$ cat config.mk
export PLATFORM = sky130hd
export DESIGN_NAME = pipeline_monitor
export DESIGN_NICKNAME = d
export VERILOG_FILES = /design/src/rtl/pipeline_monitor.sv
export SDC_FILE = /design/constraint.sdc
export NUM_CORES = 1
export LEC_CHECK = 0
export ABC_AREA = 1
export CORE_MARGIN = 2
export CORE_UTILIZATION = 56
export DETAILED_ROUTE_END_ITERATION = 10
export PLACE_DENSITY = 0.95
export RECOVER_POWER = 50
export SLEW_MARGIN = 20
export SYNTH_ARGS = -nofsm -noshare
export SYNTH_HDL_FRONTEND = slang
export SYNTH_SLANG_ARGS = --single-unit
$ cat constraint.sdc
create_clock -name clock -period 4.2 [get_ports clock]
set_input_delay 0.84 -clock clock [delete_from_list [all_inputs] [get_ports clock]]
set_output_delay 0.84 -clock clock [all_outputs]
set_load 0.005 [all_outputs]
$ cat src/rtl/pipeline_monitor.sv
// pipeline_monitor: receive-side checker for the add/AND/add datapath.
// Shadow registers rebuild the expected dataOut from the tapped datapath
// inputs. Once warm-up is over, every enabled cycle is compared against the
// observed output. Counters, a sticky error flag and a first-failure capture
// are kept.
//
//   state    | meaning
//   ---------+--------------------------------------------------------------
//   ST_W0    | first edge after reset; shadows still hold no valid history
//   ST_W1    | sh1 valid, sh2/exp_q not yet
//   ST_W2    | sh1/sh2 valid, exp_q becomes valid on this edge
//   ST_CHECK | exp_q tracks the datapath output; compares allowed
//   ST_HALT  | stopped after a mismatch (STOP_ON_ERR=1); outputs frozen
module pipeline_monitor #(
    parameter int WIDTH       = 32,
    parameter int CNT_W       = 16,
    parameter bit STOP_ON_ERR = 1'b0
) (
    input  logic             clock,
    input  logic             reset,
    input  logic             en,
    input  logic [WIDTH-1:0] dut_in,
    input  logic [WIDTH-1:0] dut_c1,
    input  logic [WIDTH-1:0] dut_c2,
    input  logic             dut_rst,
    input  logic [WIDTH-1:0] dut_out,
    input  logic             clr_err,
    output logic             checking,
    output logic             err,
    output logic [CNT_W-1:0] err_cnt,
    output logic [CNT_W-1:0] chk_cnt,
    output logic [WIDTH-1:0] fail_exp,
    output logic [WIDTH-1:0] fail_obs,
    output logic [CNT_W-1:0] fail_idx
);

    typedef enum logic [2:0] {
        ST_W0,
        ST_W1,
        ST_W2,
        ST_CHECK,
        ST_HALT
    } state_t;

    state_t state;
    state_t state_nxt;

    logic [WIDTH-1:0] sh1;
    logic [WIDTH-1:0] sh2;
    logic [WIDTH-1:0] exp_q;

    logic cmp_fire;
    logic mismatch;

    // Saturating increment: the counter sticks at all-ones instead of wrapping.
    function automatic logic [CNT_W-1:0] sat_inc(input logic [CNT_W-1:0] v);
        logic [CNT_W-1:0] r;
        r = (&v) ? v : v + CNT_W'(1);
        return r;
    endfunction

    // A compare happens only in CHECK while enabled. A clr_err in the same
    // cycle discards the sample.
    assign cmp_fire = (state == ST_CHECK) && en && !clr_err;
    assign mismatch = (dut_out != exp_q);
    assign checking = (state == ST_CHECK);

    // Shadow copy of the datapath. It tracks in every state, so that leaving
    // HALT or re-enabling needs no new warm-up.
    always_ff @(posedge clock) begin
        if (reset) begin
            sh1   <= '0;
            sh2   <= '0;
            exp_q <= '0;
        end else begin
            sh1   <= dut_in + dut_c1;
            sh2   <= sh1 & dut_c2;
            exp_q <= dut_rst ? '0 : (sh2 + sh1);
        end
    end

    // State register.
    always_ff @(posedge clock) begin
        if (reset) begin
            state <= ST_W0;
        end else begin
            state <= state_nxt;
        end
    end

    // Next-state logic. Warm-up is a fixed three-edge count. clr_err does not
    // shorten it.
    always_comb begin
        state_nxt = state;
        case (state)
            ST_W0:    state_nxt = ST_W1;
            ST_W1:    state_nxt = ST_W2;
            ST_W2:    state_nxt = ST_CHECK;
            ST_CHECK: begin
                if (STOP_ON_ERR && cmp_fire && mismatch) begin
                    state_nxt = ST_HALT;
                end
            end
            ST_HALT: begin
                if (clr_err) begin
                    state_nxt = ST_CHECK;
                end
            end
            default:  state_nxt = ST_W0;
        endcase
    end

    // Registered compare result: counters, sticky flag and first-failure capture.
    always_ff @(posedge clock) begin
        if (reset) begin
            err      <= 1'b0;
            err_cnt  <= '0;
            chk_cnt  <= '0;
            fail_exp <= '0;
            fail_obs <= '0;
            fail_idx <= '0;
        end else if (clr_err) begin
            err      <= 1'b0;
            err_cnt  <= '0;
            chk_cnt  <= '0;
            fail_exp <= '0;
            fail_obs <= '0;
            fail_idx <= '0;
        end else if (cmp_fire) begin
            chk_cnt <= sat_inc(chk_cnt);
            if (mismatch) begin
                err     <= 1'b1;
                err_cnt <= sat_inc(err_cnt);
                if (!err) begin
                    fail_exp <= exp_q;
                    fail_obs <= dut_out;
                    fail_idx <= chk_cnt;
                end
            end
        end
    end

endmodule

* Word-level counts from Yosys, hierarchy flattened
Index checks and enable logic that the tools add are counted.
Cells by class: $add $sub $neg 4, eq/ne operators 6, mux-type cells 2, bitwise gates (word level) 5, reduce and logical (&&, ||, !) cells 13
Operators by type and width (number):
- $add A32 B32 Y32 | 2
- $add A16 B1 Y16 const B | 2
- $and A32 B32 Y32 | 1
- $ne A32 B32 Y1 | 1
- $reduce_and A16 Y1 | 2
- $pmux W3 S5 | 1
- $eq A3 B2 Y1 const B | 2
- $reduce_and A2 Y1 | 3
- $reduce_and A3 Y1 | 2
- $not A1 Y1 | 4
- $reduce_or A2 Y1 | 2
- $eq A3 B1 Y1 const B | 1
- $eq A3 B3 Y1 const B | 1
- $logic_not A3 Y1 | 1
- $mux W3 | 1
- $logic_and A1 B1 Y1 | 2
- $ne A2 B2 Y1 const B | 1
- $logic_not A1 Y1 | 1
Storage, ports and cells: register bits after elaboration 212, input port bits 133, output and inout bits 114, word-level logic and storage cells 40

* Logic depth before layout (Yosys ltp)
depth in word-level cells 4, gate-level depth with buffers 13, gate-level depth less buffers 13

* Least setup slack after synthesis
Ideal clock, no wire load.
path kind input -> register, from input dut_in[0], to register sh1[22], setup time 0.113 ns, data arrival time 2.159 ns, data required time 4.087 ns, slack 1.928 ns, stages on the path 12, buffers on the path 0, cell sequence ha_1 > fa_1 > nand3_1 > nand2_1 > nand3_1 > nand2_1 > nand2_1 > nand2_1 > nand2_1 > nand2_1 > nor2_1 > nor2_1
Between the ends: cells in the longest elaborated chain, start to end 1
Ends and longest elaborated chain:
- start: declaration | line 22 | input logic [WIDTH-1:0] dut_in,
- $add A32 B32 Y32 | line 76 | sh1 <= dut_in + dut_c1;
- end signal: assignment | line 76
- end: declaration | line 48 | logic [WIDTH-1:0] sh1;
No other way between the ends. A chain may end at the register's enable or synchronous reset.

* Final worst setup path
from input dut_out[21], to register fail_exp[4]
Between the ends: cells in the longest elaborated chain, start to end 2
Ends and longest elaborated chain:
- start: declaration | line 26 | input logic [WIDTH-1:0] dut_out,
- $ne A32 B32 Y1 | line 65 | assign mismatch = (dut_out != exp_q);
- $reduce_and A3 Y1 (no line)
- end signal: assignment | line 135 | fail_exp <= exp_q;
- end: declaration | line 32 | output logic [WIDTH-1:0] fail_exp,
No other way between the ends.

==> impl_metrics.ini <==
[outcome]
status = finished clean

[floorplanning]
die_h_um = 149
design.core.area_sq_um = 20800
io-pin-count = 247
start_util_pct = 56.7
rows = 53
dieWidth_um = 149
die-area_sq_um = 22300

[synthesis]
synth_edf_count = 0
synthCells = 1745
yosysSeqAreaShare_pct = 35.8
synth_area_leader_cell = dfxtp_1
ys_ff_latch = 211
syn_area_sq_um = 11800
yosys-top-cells-area = dfxtp_1 (36%), nand2_1 (14%), a21oi_1 (8.8%)
synthFlopType = dfxtp_1
synth_cell_type_count = 36
synthArstFlopShare_pct = 0
syn-num-nets = 1948
syn_avg_cell_area_sq_um = 6.76
yosysWarnings = 0
synth_top_area_share_pct = 35.8

[setup_path]
crit_path_start_kind = primary input
cp.depth = 12
crit_buf_inv = 2
crit_start = dut_out[21]
crit_chain = clkdlybuf4s50_1 -> nand2_1 -> nand2_1 -> nand2_1 -> nor2_1 -> nand2_1 -> nor2_2 -> nand2_4 -> nand2_4 -> buf_4 -> nand2_1 -> a21oi_1
crit-reg2reg-launch = state[1]$_SDFFE_PP0N_
reg2regPathDepth = 6
cp-end-kind = flop
path_class = primary input to flop
crit_top_cell = nand2_1
critPathArrivalTime_ps = 3500
cp_top_family = simple AND/OR/NAND/NOR gates
slowest_delay_ps = 540
cp.required_ps = 4600
critical-path-slowest-cell = nand2_4
cp_max_fo = 46
crit_end = fail_exp[4]$_SDFFE_PP0P_
timing.rr.end = fail_exp[4]$_SDFFE_PP0P_
r2r_slack_ps = 1520

[timing]
max_freq_ghz = 0.322
worst_pin_slew_ps = 1160
rsz0062_at_grt = false
fin_setup_tns_ps = 0
slew_headroom_pct = 22.8
maxSlewViolCount = 0
setup_viol = 0
skew_ps = 15.7
hold_slack_ps = 443
finalCritPeriodShare_pct = 74.0
post-route-min-period_ps = 3110
timing_hold_violations_final = 0

[route]
wirelength_mm = 35.6
drt_first_pass_iters = 5
drt_iter0_markers = 768
detail-route-antenna-nets = 0
num_vias = 12395
via_per_inst = 5.48
drc_errors = 0
wire_per_inst_um = 15.7

[cts]
cts_tree = done
ctsHtreeMaxLevel = 1
hold_buffers = 0
root_buffer = clkbuf_16
cts.sinks = 211
post_cts_buffers = 0
clk_latency_ps = 500
cts_resized = 0
clockBufferDepth = 3
path_clk_slew_ps = 70
cts_made_buffers = 20

[grt]
grtUsageTotal_pct = 31.4
antenna_found_initial = 0
grt_pass1_wl_mm = 57.0
grt_max_degree = 83
first_global_vias = 12076
grt.overflow.total = 0

[place]
hpwlAfterDp_mm = 27.6
place_area_sq_um = 14400
gp_congestion = 0.957
port_buffers = 246

[pwr]
power_leakage_nw = 6.39
total_power_w = 0.00496
ir_drop_v = 0.000219
powerDensity_nw_per_um2 = 328

[final_layout]
fin_nets = 2175
finalInstanceArea_sq_um = 15100
antenna_cells = 0
area_growth_pct = 28.2
drive_gt1_share_pct = 4.73
fin_util_pct = 72.7

[worst_hold_path]
min_path_type = flop to flop
holdPathStages = 2

[flow_run]
maxCapViolCount = 0
==> worst reg2reg max path: stages (launching register included) <==
cell,delay [ps]
dfxtp_1,390
ha_1,410
nand3_1,370
nor2_4,220
buf_4,700
nand3_1,220
a21oi_1,280
==> cells in the mapped netlist (3+ instances only) <==
master and number:
xnor2_1 28, buf_2 26, nor2_2 6, nor2_1 199, o21a_1 6, nor3_1 26, xor2_1 15, nand2_1 451
o21ai_0 76, nand4_1 12, a21oi_1 207, nand2_4 3, inv_1 176, clkbuf_1 18, a21oi_2 20, nand2_2 21
o21bai_1 4, a31oi_1 4, ha_1 68, dfxtp_1 211, nand3_1 144
==> through the flow <==
step	worst slack, ps	std cells
after global placement	846	2225
after CTS	1150	2261
after global routing	1030	2261
after detailed placement	698	2225
after floorplan	1930	1745
final	1090	2261
==> state kept, by name, summed over array words and instances, names as in the netlist <==
signal,count
fail_idx,16
sh1,32
err,1
err_cnt,16
state,2
chk_cnt,16
fail_exp,32
exp_q,32
sh2,32
fail_obs,32
==> layout make-up <==
| cell class | count | area (sq um) |
|---|---|---|
| Clock buffer | 29 | 606 |
| Clock inverter | 7 | 120 |
| Fill cell | 1666 | 5690 |
| Inverter | 179 | 673 |
| Multi-Input combinational cell | 1303 | 6610 |
| Sequential cell | 211 | 4220 |
| Tap cell | 275 | 344 |
| Timing Repair Buffer | 257 | 2550 |
==> per-layer routing <==
metal	vias to the layer above	global-route usage (%)	share of wire, %
met1	5606	37.6	39
met5	-	0	0
met4	0	12.7	3.5
li1	6123	-	-
met2	578	56.6	49
met3	88	4.16	8.3
==> logic make-up after synthesis <==
| group | synth area share [%] |
|---|---|
| simple gates | 30.8 |
| fa+ha+maj | 7.55 |
| buf+inv | 8.18 |
| compound gates | 14.5 |
| xor+xnor | 3.19 |
| flops | 35.8 |
==> cells in the final DEF (no fill, tap or decap), types with 3 or more instances in the layout <==
cell             count
a21oi_1            207
a21oi_2             20
a31oi_1              4
buf_4                9
bufinv_16            3
clkbuf_1             4
clkbuf_16           21
clkbuf_8             5
clkdlybuf4s50_1    158
dfxtp_1            211
dlygate4sd3_1       88
ha_1                68
inv_1              176
nand2_1            452
nand2_2             20
nand2_4              3
nand3_1            145
nand4_1             12
nor2_1             199
nor2_2               5
nor3_1              26
o21a_1               6
o21ai_0             76
o21bai_1             4
xnor2_1             28
xor2_1              15
==> worst min path at each step <==
| stage | end | startpoint |
|---|---|---|
| floorplan | sh2[0]$_SDFF_PP0_ | sh1[0]$_SDFF_PP0_ |
| global placement | sh2[20]$_SDFF_PP0_ | sh1[20]$_SDFF_PP0_ |
| detailed placement | sh2[24]$_SDFF_PP0_ | sh1[24]$_SDFF_PP0_ |
| CTS | sh2[24]$_SDFF_PP0_ | sh1[24]$_SDFF_PP0_ |
| global route | sh2[19]$_SDFF_PP0_ | sh1[19]$_SDFF_PP0_ |
| finish | sh2[24]$_SDFF_PP0_ | sh1[24]$_SDFF_PP0_ |
==> power breakdown <==
group | leakage (nW) | internal, W | switching, W | total (W)
Combinational | 4.32 | 0.000354 | 0.000511 | 0.000864
Clock | 0.353 | 0.00119 | 0.000755 | 0.00195
Sequential | 1.72 | 0.00209 | 0.0000631 | 0.00215
Note: power is estimated with default switching activity, not from simulation.
